==> config.mk <==
export PLATFORM = sky130hd
export DESIGN_NAME = fft4_stream
export DESIGN_NICKNAME = d
export VERILOG_FILES = /design/src/rtl/fft4_stream.sv
export SDC_FILE = /design/constraint.sdc
export NUM_CORES = 1
export LEC_CHECK = 0
export ABC_AREA = 1
export CAP_MARGIN = 20
export CORE_ASPECT_RATIO = 1.5
export CORE_MARGIN = 4
export CORE_UTILIZATION = 55
export CTS_CLUSTER_SIZE = 10
export DETAILED_ROUTE_END_ITERATION = 7
export HOLD_SLACK_MARGIN = 0.1
export PLACE_DENSITY_LB_ADDON = 0.12
export SLEW_MARGIN = 20
export SYNTH_ARGS = -nofsm -noshare
export SYNTH_HDL_FRONTEND = slang
export SYNTH_SLANG_ARGS = --single-unit
==> constraint.sdc <==
create_clock -name clk -period 4.2 [get_ports clk]
set_input_delay 0.84 -clock clk [delete_from_list [all_inputs] [get_ports clk]]
set_output_delay 0.84 -clock clk [all_outputs]
set_load 0.01 [all_outputs]
==> src/rtl/fft4_stream.sv <==
// Streaming 4-point FFT/IFFT: one frame of 4 complex samples in over 2 beats, 4 bins out over 2 beats.
// Build option FFT4_SCALE_EN: scale every output component by 1/4 (arithmetic shift right by 2).
module fft4_stream #(
  parameter int unsigned DATA_W = 8
) (
  input  logic                     clk,
  input  logic                     rst_n,
  input  logic                     in_valid,
  output logic                     in_ready,
  input  logic                     in_sop,
  input  logic                     inv,
  input  logic signed [DATA_W-1:0] in0_re,
  input  logic signed [DATA_W-1:0] in0_im,
  input  logic signed [DATA_W-1:0] in1_re,
  input  logic signed [DATA_W-1:0] in1_im,
  output logic                     out_valid,
  input  logic                     out_ready,
  output logic                     out_sop,
  output logic signed [DATA_W+1:0] out0_re,
  output logic signed [DATA_W+1:0] out0_im,
  output logic signed [DATA_W+1:0] out1_re,
  output logic signed [DATA_W+1:0] out1_im
);

  localparam int unsigned S1_W  = DATA_W + 1;
  localparam int unsigned OUT_W = DATA_W + 2;

  typedef enum logic [2:0] {FILL0, FILL1, BFLY1, BFLY2, OUT0, OUT1} state_t;

  state_t                  state;
  logic                    inv_q;
  logic signed [DATA_W-1:0] x_re [4];
  logic signed [DATA_W-1:0] x_im [4];
  logic signed [S1_W-1:0]   a_re [4];
  logic signed [S1_W-1:0]   a_im [4];
  logic signed [OUT_W-1:0]  y2_re, y2_im, y3_re, y3_im;

  logic signed [S1_W-1:0]  d_re, d_im;
  logic signed [OUT_W-1:0] c0_re, c0_im, c1_re, c1_im, c2_re, c2_im, c3_re, c3_im;

  // Odd-path difference that gets rotated by -j (forward) or +j (inverse)
  assign d_re = S1_W'(x_re[1]) - S1_W'(x_re[3]);
  assign d_im = S1_W'(x_im[1]) - S1_W'(x_im[3]);

  assign c0_re = OUT_W'(a_re[0]) + OUT_W'(a_re[1]);
  assign c0_im = OUT_W'(a_im[0]) + OUT_W'(a_im[1]);
  assign c2_re = OUT_W'(a_re[0]) - OUT_W'(a_re[1]);
  assign c2_im = OUT_W'(a_im[0]) - OUT_W'(a_im[1]);
  assign c1_re = OUT_W'(a_re[2]) + OUT_W'(a_re[3]);
  assign c1_im = OUT_W'(a_im[2]) + OUT_W'(a_im[3]);
  assign c3_re = OUT_W'(a_re[2]) - OUT_W'(a_re[3]);
  assign c3_im = OUT_W'(a_im[2]) - OUT_W'(a_im[3]);

  function automatic logic signed [OUT_W-1:0] scale(input logic signed [OUT_W-1:0] v);
`ifdef FFT4_SCALE_EN
    return v >>> 2;
`else
    return v;
`endif
  endfunction

  always_ff @(posedge clk) begin
    if (!rst_n) begin
      state     <= FILL0;
      in_ready  <= 1'b1;
      out_valid <= 1'b0;
      out_sop   <= 1'b0;
      inv_q     <= 1'b0;
      for (int i = 0; i < 4; i++) begin
        x_re[i] <= '0;
        x_im[i] <= '0;
        a_re[i] <= '0;
        a_im[i] <= '0;
      end
      y2_re   <= '0;
      y2_im   <= '0;
      y3_re   <= '0;
      y3_im   <= '0;
      out0_re <= '0;
      out0_im <= '0;
      out1_re <= '0;
      out1_im <= '0;
    end else begin
      case (state)
        FILL0: begin
          if (in_valid && in_sop) begin
            x_re[0] <= in0_re;
            x_im[0] <= in0_im;
            x_re[1] <= in1_re;
            x_im[1] <= in1_im;
            inv_q   <= inv;
            state   <= FILL1;
          end
        end
        FILL1: begin
          // A repeated start-of-frame replaces beat 0 rather than completing the frame
          if (in_valid && in_sop) begin
            x_re[0] <= in0_re;
            x_im[0] <= in0_im;
            x_re[1] <= in1_re;
            x_im[1] <= in1_im;
            inv_q   <= inv;
          end else if (in_valid) begin
            x_re[2]  <= in0_re;
            x_im[2]  <= in0_im;
            x_re[3]  <= in1_re;
            x_im[3]  <= in1_im;
            in_ready <= 1'b0;
            state    <= BFLY1;
          end
        end
        BFLY1: begin
          a_re[0] <= S1_W'(x_re[0]) + S1_W'(x_re[2]);
          a_im[0] <= S1_W'(x_im[0]) + S1_W'(x_im[2]);
          a_re[1] <= S1_W'(x_re[1]) + S1_W'(x_re[3]);
          a_im[1] <= S1_W'(x_im[1]) + S1_W'(x_im[3]);
          a_re[2] <= S1_W'(x_re[0]) - S1_W'(x_re[2]);
          a_im[2] <= S1_W'(x_im[0]) - S1_W'(x_im[2]);
          if (inv_q) begin
            a_re[3] <= -d_im;
            a_im[3] <= d_re;
          end else begin
            a_re[3] <= d_im;
            a_im[3] <= -d_re;
          end
          state <= BFLY2;
        end
        BFLY2: begin
          out0_re   <= scale(c0_re);
          out0_im   <= scale(c0_im);
          out1_re   <= scale(c1_re);
          out1_im   <= scale(c1_im);
          y2_re     <= c2_re;
          y2_im     <= c2_im;
          y3_re     <= c3_re;
          y3_im     <= c3_im;
          out_valid <= 1'b1;
          out_sop   <= 1'b1;
          state     <= OUT0;
        end
        OUT0: begin
          if (out_ready) begin
            out0_re <= scale(y2_re);
            out0_im <= scale(y2_im);
            out1_re <= scale(y3_re);
            out1_im <= scale(y3_im);
            out_sop <= 1'b0;
            state   <= OUT1;
          end
        end
        OUT1: begin
          if (out_ready) begin
            out_valid <= 1'b0;
            in_ready  <= 1'b1;
            state     <= FILL0;
          end
        end
        default: begin
          in_ready  <= 1'b1;
          out_valid <= 1'b0;
          out_sop   <= 1'b0;
          state     <= FILL0;
        end
      endcase
    end
  end

endmodule

==> results_dict.tcl, run 1 <==
set metrics [dict create \
    start_util 0.563 \
    grt_pass1_vias 11400 \
    n_antenna_cell 0 \
    hpwl_um 24700 \
    synthDistinctLibCells 42 \
    cp-endpoint "out1_im[6]$_SDFFE_PN0P_" \
    post_cts_buffers 0 \
    cp-start-kind "register" \
    clk_latency_ns 0.53 \
    slew_viol_final 0 \
    critPathSlowestCell "o21ai_4" \
    die_area_mm2 0.0293 \
    cp_cell_sequence "nand2_2 -> o21ai_4 -> inv_2 -> a21oi_1 -> nand2_1 -> a21oi_1" \
    skew_ns 0.0173 \
    p_leak_nw 7.86 \
    power.total_w 0.00569 \
    syn_area_mm2 0.0146 \
    r2r_setup_slack_ns 1.25 \
    worstPathRequired_ns 4.65 \
    place_area_mm2 0.0156 \
    cts_htree_levels 1 \
    synthFlopType "edfxtp_1" \
    syn2layout_area_growth_pct 11.9 \
    cts_resized 0 \
    via_per_inst 5.31 \
    hold_viol 0 \
    p_per_area_mw_per_mm2 348 \
    cts_buffers 26 \
    synth_top_area_frac 0.276 \
    die_w_um 141 \
    cp-end-kind "register" \
    fp.coreArea_mm2 0.0259 \
    r2r_cells 6 \
    drtPass1Iterations 5 \
    r2r_start "state[2]$_SDFFE_PN0P_" \
    stdcell_area_mm2 0.0163 \
    fin_tns_setup_ns 0 \
    grt_usage 0.222 \
    hp-class "reg2reg" \
    cts_sinks 221 \
    max_cap_violations 0 \
    postSynthCellCount 1876 \
    cts.clk_slew.worst_paths_ns 0.05 \
    ys_warn_count 0 \
    die_h_um 208 \
    portBuffers 80 \
    cp_max_fo 50 \
    num_rows 72 \
    pin_count 81 \
    async_reset_ff_frac 0 \
    fin_nets 2115 \
    grt_pass1_wl_um 54700 \
    root_buffer "clkbuf_16" \
    synth_top_area_cell "edfxtp_1" \
    syn_area_per_cell_um2 7.78 \
    path_class "reg2reg" \
    synth_edf_count 134 \
    drt_iter0_drc 943 \
    ant_nets 0 \
    setup_viol 0 \
    fmax_ghz 0.339 \
    drc 0 \
    grt_max_degree 55 \
    startpoint "state[2]$_SDFFE_PN0P_" \
    fillers 2314 \
    gr-total-overflow 0 \
    ys_ff_latch 221 \
    layout-drive-gt1-share 0.0315 \
    cts.hold.buffers_added 0 \
    cts_tree "yes" \
    path_delay_family "compound AO/OA/AOI/OAI gates" \
    fin_crit_sh 0.702 \
    worstReg2RegEnd "out1_im[6]$_SDFFE_PN0P_" \
    synth_area_leaders "edfxtp_1 (28%), dfxtp_1 (12%), ha_1 (12%), nand2_1 (8.5%), inv_1 (8.2%)" \
    crit_arrival_ns 3.40 \
    cp_slowest_stage_delay_ns 0.79 \
    wl_per_cell_um 14.5 \
    path_buf_inv 1 \
    antenna_found_initial 0 \
    vias 12000 \
    outcome "completed" \
    ctsLongestPathBuffers 3 \
    ys_seq_area_frac 0.395 \
    rsz0062_at_grt "false" \
    cp_common_cell "a21oi_1" \
    ir_worst_vdd_mv 0.298 \
    tightestPinTransition_ns 0.890 \
    maxSlewHeadroom 0.406 \
    cp.depth 6 \
    period_minus_slack_ns 2.95 \
    gp_congestion 0.895 \
    syn_nets 2069 \
    postRouteWirelength_um 32900 \
]
-- per-stage QoR --
step           hold slack (ns)  utilization  std cells  worst slack, ns
4_1_cts                  0.463        0.629       2270            0.732
6_report                 0.460        0.630       2270             1.25
2_1_floorplan            0.446            -       1876             1.33
5_1_grt                  0.476        0.630       2270            0.919
3_3_place_gp             0.448        0.600       2227            0.744
3_5_place_dp             0.454        0.600       2227            0.592
-- worst min path at each step --
stage,to,start,cells after the start,slack [ns]
after detailed placement,out_sop$_SDFFE_PN0P_,out_sop$_SDFFE_PN0P_,2,0.45
final,out_sop$_SDFFE_PN0P_,out_sop$_SDFFE_PN0P_,2,0.46
after floorplan,y2_re[9]$_SDFFE_PN0P_,y2_re[9]$_SDFFE_PN0P_,2,0.45
after CTS,out_sop$_SDFFE_PN0P_,out_sop$_SDFFE_PN0P_,2,0.46
after global placement,out_sop$_SDFFE_PN0P_,out_sop$_SDFFE_PN0P_,2,0.45
after global routing,out_sop$_SDFFE_PN0P_,out_sop$_SDFFE_PN0P_,2,0.48
-- final cells by class --
class | count | area, um2 | share of cell area
Multi-Input combinational cell | 1259 | 7310 | 0.448
Sequential cell | 221 | 5770 | 0.353
Inverter | 325 | 1220 | 0.0747
Timing Repair Buffer | 89 | 868 | 0.0531
Clock buffer | 43 | 756 | 0.0463
Tap cell | 333 | 417 | 0.0255
-- synthesized netlist by cell type, drive strengths merged, types with 3 or more instances --
| master | n |
|---|---|
| nand2 | 332 |
| inv | 323 |
| a21oi | 185 |
| nor2 | 185 |
| ha | 139 |
| edfxtp | 134 |
| o21ai | 125 |
| nand3 | 122 |
| dfxtp | 87 |
| clkbuf | 44 |
| buf | 27 |
| xor2 | 27 |
| nand4 | 24 |
| a31oi | 17 |
| fa | 16 |
| nor3 | 13 |
| a21o | 12 |
| o21bai | 10 |
| or2 | 10 |
| o211ai | 9 |
| a211oi | 7 |
| nand3b | 6 |
| o21a | 5 |
| a221oi | 4 |
| xnor2 | 3 |
-- power breakdown --
| group | switching, W | internal (W) | leakage [nW] |
|---|---|---|---|
| clock network | 0.000832 | 0.00121 | 0.364 |
| registers | 0.0000740 | 0.00241 | 2.09 |
| logic | 0.000751 | 0.000410 | 5.40 |
| total | 0.00166 | 0.00403 | 7.86 |
-- logic make-up after synthesis --
logic type                 synth area share
xor gates and xnor gates             0.0180
DFF                                   0.395
buffers and inverters                 0.105
and+or+nand+nor                       0.201
AOI/OAI and AO/OA                     0.140
adders and majority gates             0.141
-- per-layer routing --
metal | vias to the layer above | global-route usage | wire length [um]
met5 | - | 0 | 0
met4 | 0 | 0.0612 | 856
met3 | 56 | 0.0247 | 1410
met2 | 272 | 0.391 | 16000
met1 | 5525 | 0.288 | 14700
li1 | 6196 | - | -
-- cells in the final DEF (no fill, tap or decap), types with 3 or more instances in the layout --
cell	netlist	layout
nand3_1	122	122
edfxtp_1	134	134
o21bai_1	10	10
o21a_1	5	5
nand2_2	2	3
inv_2	5	5
or2_2	9	9
a211oi_1	7	7
a21oi_1	185	185
xnor2_1	3	3
a21o_1	12	12
dfxtp_1	87	87
xor2_1	27	27
nand2_1	330	329
nand3b_1	6	6
ha_1	139	139
clkdlybuf4s50_1	0	80
nand4_1	24	24
a31oi_1	17	17
inv_1	318	318
nor3_1	13	13
clkbuf_1	44	14
a221oi_1	4	4
o211ai_1	9	9
fa_1	16	16
nor2_4	3	3
nor2_1	181	181
clkbuf_16	0	27
buf_4	0	9
o21ai_0	122	122
-- flip-flops by register name, summed over array words and instances (netlist names) --
name	flops
y3_re	10
x_im	32
inv_q	1
in_ready	1
a_re	35
state	3
y3_im	10
out_sop	1
y2_im	10
y2_re	10
a_im	35
out0_re	10
out1_re	10
out0_im	10
x_re	32
out1_im	10
out_valid	1
-- tightest hold or removal path, delay by kind of cell (launching register included) --
kind	cells	cell delay, ns
AOI/OAI and AO/OA	1	0.05
DFF	1	0.30
and+or+nand+nor	1	0.06
Power figures use the tool's default switching activity.
==> run 2, diff against run 1 <==
==> constraint.sdc (replaced) <==
create_clock -name clk -period 2.6 [get_ports clk]
set_input_delay 0.52 -clock clk [delete_from_list [all_inputs] [get_ports clk]]
set_output_delay 0.52 -clock clk [all_outputs]
set_load 0.01 [all_outputs]
==> results_dict.tcl, run 2 (synthesized netlist as in run 1, its figures left out) <==
set metrics [dict create \
    fin_nets 2126 \
    postRouteWirelength_um 32200 \
    via_per_inst 5.29 \
    p_int_w 0.00655 \
    start_util 0.563 \
    slew_viol_final 0 \
    r2r_start "x_re[3][0]$_SDFFCE_PN0P_" \
    vias 12100 \
    layout-drive-gt1-share 0.0375 \
    cp_cell_sequence "ha_1 -> inv_1 -> fa_1 -> inv_1 -> ha_1 -> inv_1 -> nor2_1 -> nand3_1 -> nor2_1 -> nand2_1 -> a21oi_1 -> nor2_1" \
    utilization 0.635 \
    gr-total-overflow 0 \
    cp-start-kind "register" \
    hold_path_depth 2 \
    ctsLongestPathBuffers 3 \
    grt_max_degree 55 \
    switching_share 0.291 \
    die_h_um 208 \
    combPwrFrac 0.204 \
    cp_max_fo 3 \
    cts.hold.buffers_added 0 \
    drtPass1Iterations 5 \
    layout_commonest_cell "nand2_1" \
    hold_viol 0 \
    period_minus_slack_ns 2.39 \
    grt_pass1_wl_um 53800 \
    seq_power_share 0.435 \
    cts_sinks 221 \
    portBuffers 80 \
    setup_viol 0 \
    grtUsageMet3 0.0224 \
    p_per_area_mw_per_mm2 561 \
    fp.coreArea_mm2 0.0259 \
    p_leak_nw 7.93 \
    syn2layout_area_growth_pct 12.8 \
    drc 0 \
    post_cts_buffers 0 \
    fin_tns_setup_ns 0 \
    busiest_layer "met2" \
    root_buffer "clkbuf_16" \
    worstReg2RegEnd "a_im[3][8]$_DFFE_PP_" \
    critPathSlowestCell "fa_1" \
    gr-usage-met1 0.289 \
    ant_nets 0 \
    die_area_mm2 0.0293 \
    p_sw_w 0.00269 \
    max_cap_violations 0 \
    rsz0062_at_grt "false" \
    reg_top3 "a_im: 35 flops, a_re: 35 flops" \
    wl_per_cell_um 14.1 \
    n_antenna_cell 0 \
    fin_crit_sh 0.918 \
    hpwl_um 24600 \
    antenna_found_initial 0 \
    crit_arrival_ns 2.68 \
    maxSlewHeadroom 0.404 \
    cts_buffers 27 \
    gp_congestion 0.879 \
    p_clk_frac 0.361 \
    fmax_ghz 0.419 \
    r2r_cells 12 \
    path_class "reg2reg" \
    cp_slowest_stage_delay_ns 0.42 \
    worstPathRequired_ns 2.89 \
    cts_tree "yes" \
    cts.clk_slew.worst_paths_ns 0.05 \
    cp-end-kind "register" \
    layout_common_cells "nand2_1 (329), inv_1 (318), a21oi_1 (185)" \
    timing.hold.worst.start "out0_im[7]$_SDFFE_PN0P_" \
    hold_end "out0_im[7]$_SDFFE_PN0P_" \
    r2r_setup_slack_ns 0.21 \
    cts_htree_levels 1 \
    grt_pass1_vias 11300 \
    drt_iter0_drc 749 \
    pin_count 81 \
    num_rows 72 \
    cts_resized 0 \
    clk_latency_ns 0.55 \
    outcome "completed" \
    tightestPinTransition_ns 0.892 \
    hp-class "reg2reg" \
    skew_ns 0.0144 \
    ir_worst_vdd_mv 0.556 \
    grt_usage 0.218 \
    grt_use_met2 0.377 \
    die_w_um 141 \
]
run 2: changes by cell type in the layout (fill, tap and decap cells not counted), sizes merged:
cell / before / now
clkbuf: 43 / 42
inv: 323 / 325
buf: 9 / 19
clkinv: 2 / 3
run 2: worst max path at each step:
stage	start	endpoint	slack [ns]	cells after the start
3_3_place_gp	x_re[3][0]$_SDFFCE_PN0P_	a_im[3][8]$_DFFE_PP_	0.27	12
2_1_floorplan	rst_n	a_im[0][0]$_SDFFCE_PN0P_	0.05	3
6_report	x_re[3][0]$_SDFFCE_PN0P_	a_im[3][8]$_DFFE_PP_	0.21	12
5_1_grt	x_re[3][0]$_SDFFCE_PN0P_	a_im[3][8]$_DFFE_PP_	0.007	12
4_1_cts	x_re[3][0]$_SDFFCE_PN0P_	a_im[3][8]$_DFFE_PP_	0.20	12
3_5_place_dp	x_re[3][0]$_SDFFCE_PN0P_	a_im[3][8]$_DFFE_PP_	0.21	12
run 2: final cells by class:
cell class | count | area (um2)
Sequential cell | 221 | 5770
Timing Repair Buffer | 99 | 981
Multi-Input combinational cell | 1259 | 7310
Fill cell | 2333 | 9480
Clock buffer | 42 | 753
Clock inverter | 3 | 22.5
Inverter | 325 | 1220
Tap cell | 333 | 417
run 2: critical path, delay by kind of cell (launching register included):
family	cells	cell delay, ns
fa+ha+maj	3	0.78
simple gates	5	0.54
flops	1	0.40
buf+inv	3	0.28
compound gates	1	0.14
run 2: power by group through the flow:
stage / Sequential (W) / Combinational (W) / Clock [W]
2_1_floorplan: 0.00405 / 0.00137 / 0
3_3_place_gp: 0.00408 / 0.00184 / 0
3_5_place_dp: 0.00409 / 0.00186 / 0
4_1_cts: 0.00402 / 0.00188 / 0.00342
5_1_grt: 0.00404 / 0.00215 / 0.00355
6_report: 0.00402 / 0.00189 / 0.00333
run 2: layer usage:
layer,part of all wire,vias to the layer above
li1,-,6232
met1,0.45,5509
met2,0.48,281
met3,0.043,51
met4,0.025,0
met5,0,-
run 2: stage by stage:
step / instance area (um2) / setup slack, ns / hold WS, ns / total power (W) / std cells
CTS: 16500 / 0.199 / 0.462 / 0.00931 / 2282
finish: 16500 / 0.214 / 0.461 / 0.00924 / 2282
detailed placement: 15700 / 0.209 / 0.455 / 0.00596 / 2237
floorplan: 14600 / 0.0470 / 0.446 / 0.00543 / 1876
global route: 16500 / 0.00723 / 0.476 / 0.00974 / 2282
global placement: 15700 / 0.269 / 0.448 / 0.00593 / 2237
==> run 3, diff against run 2 <==
--- a/config.mk
+++ b/config.mk
@@ -10,6 +10,7 @@
 export CORE_ASPECT_RATIO = 1.5
 export CORE_MARGIN = 4
 export CORE_UTILIZATION = 55
+export CTS_CLUSTER_DIAMETER = 150
 export CTS_CLUSTER_SIZE = 10
 export DETAILED_ROUTE_END_ITERATION = 7
 export HOLD_SLACK_MARGIN = 0.1
==> results_dict.tcl, run 3 (synthesized netlist as in run 1, its figures left out) <==
set metrics [dict create \
    worstPathRequired_ns 2.89 \
    crit_arrival_ns 2.66 \
    start_util 0.563 \
    gr-total-overflow 0 \
    path_class "reg2reg" \
    ir_worst_vdd_mv 0.475 \
    num_rows 72 \
    die_area_mm2 0.0293 \
    vias 12100 \
    hp-class "reg2reg" \
    n_antenna_cell 0 \
    die_w_um 141 \
    r2r_setup_slack_ns 0.23 \
    hold_end "out0_im[7]$_SDFFE_PN0P_" \
    root_buffer "clkbuf_16" \
    fin_nets 2125 \
    cp-end-kind "register" \
    cp_cell_sequence "ha_1 -> inv_1 -> fa_1 -> inv_1 -> ha_1 -> inv_1 -> nor2_1 -> nand3_1 -> nor2_1 -> nand2_1 -> a21oi_1 -> nor2_1" \
    postRouteWirelength_um 32400 \
    tightestPinTransition_ns 0.890 \
    rsz0062_at_grt "false" \
    maxSlewHeadroom 0.406 \
    r2r_start "x_re[3][0]$_SDFFCE_PN0P_" \
    worstReg2RegEnd "a_im[3][8]$_DFFE_PP_" \
    cts_resized 0 \
    cts_tree "yes" \
    grt_usage 0.219 \
    skew_ns 0.0230 \
    cts_htree_levels 1 \
    grt_max_degree 55 \
    grt_pass1_vias 11300 \
    fin_tns_setup_ns 0 \
    fin_crit_sh 0.910 \
    hpwl_um 24600 \
    dp_cells 2237 \
    pin_count 81 \
    drc 0 \
    slew_viol_final 0 \
    cp_slowest_stage_delay_ns 0.42 \
    portBuffers 80 \
    hold_path_depth 2 \
    outcome "completed" \
    hold_viol 0 \
    r2r_cells 12 \
    wl_per_cell_um 14.2 \
    post_cts_buffers 0 \
    timing.hold.worst.start "out0_im[7]$_SDFFE_PN0P_" \
    cp-start-kind "register" \
    die_h_um 208 \
    fp.coreArea_mm2 0.0259 \
    antenna_found_initial 0 \
    final_cells 2280 \
    layout_commonest_cell "nand2_1" \
    period_minus_slack_ns 2.37 \
    reg_top3 "a_im: 35 flops, a_re: 35 flops" \
    drt_iter0_drc 815 \
    via_per_inst 5.29 \
    grt_pass1_wl_um 53900 \
    clk_latency_ns 0.54 \
    utilization 0.633 \
    ant_nets 0 \
    fmax_ghz 0.423 \
    cts.hold.buffers_added 0 \
    drtPass1Iterations 5 \
    cp_max_fo 3 \
    ctsLongestPathBuffers 3 \
    startpoint "x_re[3][0]$_SDFFCE_PN0P_" \
    critPathSlowestCell "fa_1" \
    p_per_area_mw_per_mm2 557 \
    cts_buffers 26 \
    max_cap_violations 0 \
    gp_congestion 0.879 \
    p_leak_nw 7.91 \
    layout_common_cells "nand2_1 (329), inv_1 (318), a21oi_1 (185)" \
    cts_sinks 221 \
    syn2layout_area_growth_pct 12.6 \
    layout-drive-gt1-share 0.0360 \
    hold_slack_ns 0.463 \
    cts.clk_slew.worst_paths_ns 0.06 \
    setup_viol 0 \
]
[run 3: area by class of cell]
cell class	instances	area, um2
Multi-Input combinational cell	1259	7310
Tap cell	333	417
Clock inverter	1	8.76
Timing Repair Buffer	99	981
Fill cell	2334	9520
Clock buffer	42	732
Inverter	325	1220
Sequential cell	221	5770
[run 3: critical path, delay by kind of cell, from the launching register on]
family	cells	cell delay [ns]
compound gates	1	0.14
flops	1	0.40
simple gates	5	0.55
fa+ha+maj	3	0.78
buf+inv	3	0.28
[run 3: power breakdown]
| part | internal, W | leakage, nW | switching, W |
|---|---|---|---|
| logic | 0.000678 | 5.46 | 0.00121 |
| clock network | 0.00190 | 0.355 | 0.00135 |
| registers | 0.00390 | 2.09 | 0.000122 |
[run 3: per-layer routing]
| layer | vias to the layer above | track usage | routed length, um |
|---|---|---|---|
| met5 | - | 0 | 0 |
| met4 | 0 | 0.0719 | 950 |
| met3 | 58 | 0.0226 | 1450 |
| met2 | 278 | 0.373 | 15400 |
| met1 | 5506 | 0.293 | 14600 |
| li1 | 6227 | - | - |
[run 3: how the worst max path moves through the flow]
stage / to / cells after the start
floorplan: a_im[0][0]$_SDFFCE_PN0P_ / 3
global placement: a_im[3][8]$_DFFE_PP_ / 12
detailed placement: a_im[3][8]$_DFFE_PP_ / 12
CTS: a_im[3][8]$_DFFE_PP_ / 12
global route: a_im[3][8]$_DFFE_PP_ / 12
finish: a_im[3][8]$_DFFE_PP_ / 12
[run 3: through the flow]
step	setup WS [ns]	area [um2]	power, W
floorplan	0.0470	14600	0.00543
global placement	0.269	15700	0.00593
detailed placement	0.209	15700	0.00596
CTS	0.205	16400	0.00924
global route	0.0220	16400	0.00965
finish	0.235	16400	0.00916
